### config.mk
export PLATFORM = sky130hd
export DESIGN_NAME = mac_bias_sequencer
export DESIGN_NICKNAME = d
export VERILOG_FILES = /design/src/rtl/mac_ctrl_pkg.sv /design/src/rtl/mac_bias_sequencer.sv
export SDC_FILE = /design/constraint.sdc
export NUM_CORES = 1
export LEC_CHECK = 0
export ABC_CLOCK_PERIOD_IN_PS = 5600
export BUFFER_PORTS_ARGS = -buffer_cell sky130_fd_sc_hd__buf_2
export CAP_MARGIN = 20
export CORE_UTILIZATION = 30
export CTS_CLUSTER_SIZE = 24
export DETAILED_ROUTE_END_ITERATION = 12
export GPL_TIMING_DRIVEN = 0
export PLACE_DENSITY = 0.54
export RECOVER_POWER = 50
export SLEW_MARGIN = 20
export SYNTH_ARGS = -nofsm -noshare
export SYNTH_HDL_FRONTEND = slang
export SYNTH_SLANG_ARGS = --single-unit
### constraint.sdc
create_clock -name clk -period 5.6 [get_ports clk]
set_input_delay 1.12 -clock clk [delete_from_list [all_inputs] [get_ports clk]]
set_output_delay 1.12 -clock clk [all_outputs]
set_load 0.005 [all_outputs]
### src/rtl/mac_ctrl_pkg.sv
// Shared constants for the MAC bias-add control path: sequencer state
// encoding and default datapath widths.
package mac_ctrl_pkg;

    localparam int DATA_WIDTH_DEF = 16;
    localparam int BIAS_WIDTH_DEF = 16;
    localparam int CH_NUM_DEF     = 8;

    typedef logic [2:0] state_t;

    localparam state_t ST_IDLE  = 3'd0;
    localparam state_t ST_FETCH = 3'd1;
    localparam state_t ST_LOAD  = 3'd2;
    localparam state_t ST_XFER  = 3'd3;
    localparam state_t ST_DRAIN = 3'd4;

endpackage

### src/rtl/mac_bias_sequencer.sv
// Frame controller pairing each channel's MAC result with its bias word and
// handing the pair to the bias-add unit; counts returns to detect frame end.
module mac_bias_sequencer
    import mac_ctrl_pkg::*;
#(
    parameter int  DATA_WIDTH = DATA_WIDTH_DEF,
    parameter int  BIAS_WIDTH = BIAS_WIDTH_DEF,
    parameter int  CH_NUM     = CH_NUM_DEF,
    localparam int CH_W       = (CH_NUM > 1) ? $clog2(CH_NUM) : 1
) (
    input  logic                  clk,
    input  logic                  rst,
    input  logic                  start,
    output logic                  busy,
    output logic                  done,
    output logic                  err,
    input  logic                  mac_valid,
    output logic                  mac_ready,
    input  logic [DATA_WIDTH-1:0] mac_in,
    output logic                  bias_rd_en,
    output logic [CH_W-1:0]       bias_rd_addr,
    input  logic [BIAS_WIDTH-1:0] bias_rd_data,
    output logic                  bu_valid_in,
    output logic [DATA_WIDTH-1:0] bu_mac_data,
    output logic [BIAS_WIDTH-1:0] bu_bias_data,
    input  logic                  bu_valid_out,
    output logic [CH_W-1:0]       ch_idx
);

    localparam int              CNT_W    = $clog2(CH_NUM + 1);
    localparam logic [CH_W-1:0]  CH_LAST  = CH_W'(CH_NUM - 1);
    localparam logic [CNT_W-1:0] CNT_FULL = CNT_W'(CH_NUM);

    state_t                  state_reg, state_next;
    logic [CH_W-1:0]         ch_reg;
    logic [CNT_W-1:0]        cnt_reg, cnt_next;
    logic                    err_reg;
    logic                    done_reg;
    logic                    ign_reg;
    logic [BIAS_WIDTH-1:0]   bias_reg;
    logic                    bu_valid_reg;
    logic [DATA_WIDTH-1:0]   bu_mac_reg;
    logic [BIAS_WIDTH-1:0]   bu_bias_reg;

    logic start_acc;
    logic hs;
    logic ret;
    logic err_set;

    assign start_acc = (state_reg == ST_IDLE) && start;
    assign hs        = (state_reg == ST_XFER) && mac_valid;
    // A return still in flight when reset is released must not count or flag.
    assign ret       = bu_valid_out && !ign_reg;
    assign err_set   = ret && (!busy || (cnt_reg == CNT_FULL));

    always_ff @(posedge clk or posedge rst) begin
        if (rst) begin
            state_reg <= ST_IDLE;
        end else begin
            state_reg <= state_next;
        end
    end

    always_comb begin
        state_next = state_reg;
        case (state_reg)
            ST_IDLE:  if (start) state_next = ST_FETCH;
            ST_FETCH: state_next = ST_LOAD;
            ST_LOAD:  state_next = ST_XFER;
            ST_XFER:  if (mac_valid) state_next = (ch_reg == CH_LAST) ? ST_DRAIN : ST_FETCH;
            ST_DRAIN: if (cnt_next == CNT_FULL) state_next = ST_IDLE;
            default:  state_next = ST_IDLE;
        endcase
    end

    always_comb begin
        busy       = (state_reg != ST_IDLE);
        mac_ready  = (state_reg == ST_XFER);
        bias_rd_en = (state_reg == ST_FETCH);
    end

    always_comb begin
        cnt_next = cnt_reg;
        if (start_acc) begin
            cnt_next = '0;
        end else if (ret && busy && (cnt_reg != CNT_FULL)) begin
            cnt_next = cnt_reg + 1'b1;
        end
    end

    always_ff @(posedge clk or posedge rst) begin
        if (rst) begin
            ch_reg   <= '0;
            cnt_reg  <= '0;
            err_reg  <= 1'b0;
            done_reg <= 1'b0;
            ign_reg  <= 1'b1;
        end else begin
            ign_reg  <= 1'b0;
            cnt_reg  <= cnt_next;
            // Done must coincide with the return to IDLE so busy drops with it.
            done_reg <= (state_reg == ST_DRAIN) && (cnt_next == CNT_FULL);
            if (start_acc) begin
                ch_reg <= '0;
            end else if (hs && (ch_reg != CH_LAST)) begin
                ch_reg <= ch_reg + 1'b1;
            end
            if (err_set) begin
                err_reg <= 1'b1;
            end else if (start_acc) begin
                err_reg <= 1'b0;
            end
        end
    end

    always_ff @(posedge clk or posedge rst) begin
        if (rst) begin
            bias_reg     <= '0;
            bu_valid_reg <= 1'b0;
            bu_mac_reg   <= '0;
            bu_bias_reg  <= '0;
        end else begin
            if (state_reg == ST_LOAD) begin
                bias_reg <= bias_rd_data;
            end
            bu_valid_reg <= hs;
            if (hs) begin
                bu_mac_reg  <= mac_in;
                bu_bias_reg <= bias_reg;
            end
        end
    end

    assign done         = done_reg;
    assign err          = err_reg;
    assign bias_rd_addr = ch_reg;
    assign ch_idx       = ch_reg;
    assign bu_valid_in  = bu_valid_reg;
    assign bu_mac_data  = bu_mac_reg;
    assign bu_bias_data = bu_bias_reg;

endmodule

== Word level (Yosys, flattened, before mapping) ==
Cells that the tools add are included.

* Flip-flop bits (word level): 62
* Output and inout bits: 44
* Logic and storage cells: 51

* Add/subtract/negate cells: 2
* Equal/unequal tests: 12
* Multiplexer cells: 11
* Reduce and logical (&&, ||, !) cells: 16

{| class="wikitable"
|+ Operators by type and width
! operator !! count
|-
| two-way mux 3 bit || 6
|-
| case mux 3 bit (5 select lines) || 1
|-
| equality test 4 bit (second input constant) || 2
|-
| logical AND 1 bit || 8
|-
| two-way mux 4 bit || 2
|-
| equality test 3 x 2 -> 1 bit (second input constant) || 2
|-
| equality test 3 bit (second input constant) || 2
|-
| != test 2 bit (second input constant) || 3
|-
| adder 4 x 1 -> 4 bit (second input constant) || 1
|-
| != test 4 bit (second input constant) || 1
|-
| nonzero test 2 bit || 2
|-
| adder 3 x 1 -> 3 bit (second input constant) || 1
|-
| equality test 3 x 1 -> 1 bit (second input constant) || 1
|-
| zero test 3 bit || 1
|-
| != test 3 bit (second input constant) || 1
|-
| AND reduction 3 bit || 1
|-
| nonzero test 3 bit || 1
|-
| zero test 1 bit || 2
|-
| two-way mux 1 bit || 2
|-
| logical OR 1 bit || 1
|}

== Logic depth before layout (Yosys ltp) ==
* Word-level depth: 9
* Mapped depth: 7
* Gate-level depth less buffers: 6

== Least setup slack after synthesis ==
Ideal clock, no wire load.

* Kind: input-to-reg
* Start point: input port bu_valid_out
* End point: register done_reg (netlist: done)
* Arrival: 2262 ps
* Required time: 5480 ps
* Setup slack: 3218 ps
* Stages on the path: 4
* Cell sequence: or2b_4 -> or4b_4 -> and4b_1 -> and3b_1

* Word-level cells in the longest chain between the ends: 7

{| class="wikitable"
|+ Ends and longest elaborated chain
! element !! line !! source
|-
| from (decl) || mac_bias_sequencer.sv:26 || <nowiki>input logic bu_valid_out,</nowiki>
|-
| logical AND 1 bit || mac_bias_sequencer.sv:53 || <nowiki>assign ret = bu_valid_out && !ign_reg;</nowiki>
|-
| logical AND 1 bit (2 in a row) || mac_bias_sequencer.sv:86 || <nowiki>end else if (ret && busy && (cnt_reg != CNT_FULL)) begin</nowiki>
|-
| two-way mux 4 bit || mac_bias_sequencer.sv:86 ||
|-
| two-way mux 4 bit || mac_bias_sequencer.sv:84 || <nowiki>if (start_acc) begin</nowiki>
|-
| equality test 4 bit || mac_bias_sequencer.sv:102 || <nowiki>done_reg <= (state_reg == ST_DRAIN) && (cnt_next == CNT_FULL);</nowiki>
|-
| logical AND 1 bit || mac_bias_sequencer.sv:102 ||
|-
| to (signal assigned) || mac_bias_sequencer.sv:102 ||
|-
| to (decl) || mac_bias_sequencer.sv:38 || <nowiki>logic done_reg;</nowiki>
|}

No other way between the ends.
A chain may end at the register's enable or synchronous reset.

==> results.toml <==
[timing]
period_minus_slack_ps = 3160
rsz0062_at_grt = "false"
tightest_slew_ps = 1690
hold_viol_final = 0
slew_viol_final = 34
timing.fmax_mhz = 316
setup_viol = 0
period_share = 0.564
setup_tns_ps = 0
skew_ps = 6.63
slew_headroom = -0.124

[die]
initial_core_util = 0.313
die_w_um = 95.3
num_rows = 33
die_area_mm2 = 0.00909
die_h_um = 95.3
core_area_mm2 = 0.00834
io_pins = 81

[clocking]
clk_latency_ps = 330
cts.clk_slew.worst_paths_ps = 70
cts_buffer_depth = 2
cts_tree = "built"
htree_levels = 3
cts_setup_buffers = 0
numClockSinks = 62
cts_hold_buffers = 0
cts_resized = 0
cts_inserted_buffers = 9
root_buffer = "clkbuf_8"

[layout]
drive_gt1_frac = 0.525
stdcell_count = 389
diodes = 0
areaGrowthSynthToFinish_pct = 26.9
final_nets = 321
final_cell_area_mm2 = 0.00332
fillerInstances = 829
multi_input_comb_area_um2 = 942
regArea_mm2 = 0.00155

[synth]
yosys.cell_types.count = 38
synth_seq_cells = 62
ys_seq_area_frac = 0.594
syn_inst = 188
synthArstFlopShare = 1.00
synthTopCellsByArea = "dfrtp_1 (58%), mux2_2 (19%), ha_1 (1.9%)"
syn-cell-area_mm2 = 0.00261
synth_top_cell_by_area = "dfrtp_1"
yosysWarnings = 0
synth_edf_count = 0
synth-main-ff-cell = "dfrtp_1"
syn_nets = 229
synth_top_area_frac = 0.584
postSynthAreaPerCell_um2 = 13.9

[grt]
grt_use_total = 0.122
grt_pass1_wl_um = 8070
gr-total-overflow = 0
grt_pass1_vias = 1697
antenna_found_initial = 0
grt_max_degree = 34

[drt]
routedWlPerCell_um = 12.9
drtAntennaViolNets = 0
drc = 0
drtPass1Iterations = 4
vias = 1763
wirelength_um = 5030
viasPerCell = 4.53
first_iter_violations = 30

[setup_path]
start_kind = "primary input"
cp-end-kind = "async pin"
critPathMaxFanout = 33
worstSetupPathType = "primary input to async pin"
crit_arrival_ps = 3290
cp.required_ps = 5730

[power]
p_switching_w = 0.000549
power_density_mw_per_mm2 = 547
p_comb_frac = 0.367
p_sw_frac = 0.303
pwr-share-clk = 0.208
irDropWorstVdd_mv = 0.181
p_int_w = 0.00126
p_leak_nw = 1.57
p_seq_frac = 0.425

[flow_run]
max-cap-violations = 1

[place]
gp_congestion = 0.726
dpl.hpwl_um = 3640
dp_cells = 374
placed_area_mm2 = 0.00317
port_buffers = 80

[status]
status = "finished with violations"
violations = "max-capacitance violations, max-slew violations"

[hold_path]
min_path_type = "flip-flop to flip-flop"
synthesized netlist by cell type (2+ instances only):
| cell type | n |
|---|---|
| ha_1 | 4 |
| nand2_1 | 6 |
| a21oi_1 | 7 |
| buf_2 | 6 |
| clkbuf_8 | 3 |
| mux2_1 | 4 |
| nor3b_1 | 2 |
| xor2_1 | 2 |
| inv_1 | 5 |
| mux2_2 | 44 |
| nor3_1 | 4 |
| buf_4 | 3 |
| xnor2_1 | 2 |
| dfrtp_1 | 61 |
| o21ai_0 | 3 |
| nor2_1 | 10 |
worst paths after layout:
check	slack (ps)	depth (start not counted)	endpoint	start
setup / recovery	2440	3	bu_bias_data[15]	rst
hold / removal	480	1	bu_mac_data[13]	bu_mac_data[13]
setup reg to reg	3200	4	bias_reg[0]	state_reg[0]
hold reg to reg	480	1	bu_mac_data[13]	bu_mac_data[13]
max in group clk	2780	5	busy	state_reg[0]
min in group asynchronous	1060	2	bu_mac_data[14]	rst
power groups by stage:
| stage | clock (W) | sequential (W) | combinational, W |
|---|---|---|---|
| after floorplan | 0 | 0.000780 | 0.000433 |
| after global placement | 0 | 0.000774 | 0.000676 |
| after detailed placement | 0 | 0.000783 | 0.000693 |
| after CTS | 0.000398 | 0.000776 | 0.000695 |
| after global routing | 0.000416 | 0.000805 | 0.000752 |
| final | 0.000378 | 0.000770 | 0.000665 |
worst max-delay path, stage by stage:
cell,delay [ps]
buf_2,100
clkinvlp_2,760
clkbuf_1,1280
final cells by class:
class,count,share of cell area
sequential,62,0.468
timing repair buffer,81,0.121
tap,105,0.0396
buffer,12,0.0242
multi-input combinational,109,0.284
clock buffer,11,0.0426
clock inverter,4,0.0143
inverter,5,0.00604
routing by layer:
| metal | global-route usage | wire [um] | vias up |
|---|---|---|---|
| met3 | 0.0431 | 345 | 11 |
| li1 | - | - | 835 |
| met1 | 0.148 | 2260 | 863 |
| met5 | 0 | 0 | - |
| met2 | 0.185 | 2320 | 54 |
| met4 | 0.0720 | 107 | 0 |
placed cells by master (no fill, tap or decap), types with 2 or more instances in the layout:
cell and n:
buf_2 80, dfrtp_1 61, mux2_2 44, clkbuf_8 12
nor2_1 10, clkbuf_1 9, a21oi_1 7, nand2_1 6
inv_1 4, mux2_1 4, nor3_1 4, ha_1 4
nor3b_1 3, o21ai_0 3, buf_4 3, xnor2_1 2
xor2_1 2, clkinv_2 2
logic make-up (layout without fill, tap and decap cells):
| group | Yosys count | count (layout) | synth area share |
|---|---|---|---|
| AND/OR/NAND/NOR | 37 | 37 | 0.0872 |
| flip-flops | 62 | 62 | 0.594 |
| AO/OA/AOI/OAI | 15 | 15 | 0.0345 |
| buffers and inverters | 17 | 113 | 0.0431 |
| XOR/XNOR | 4 | 4 | 0.0134 |
| other | 1 | 1 | 0.00144 |
| multiplexers | 48 | 48 | 0.207 |
| adder cells (fa/ha/maj) | 4 | 4 | 0.0192 |
metrics by stage:
step                 util  setup slack, ps  power, W  hold WS (ps)
floorplan               -             2940   0.00121           477
global placement    0.377             2050   0.00145           471
detailed placement  0.380             2970   0.00148           477
CTS                 0.402             2930   0.00187           494
global route        0.398             1750   0.00197           514
finish              0.398             2440   0.00181           485
Note: power is estimated with default switching activity, not from simulation.
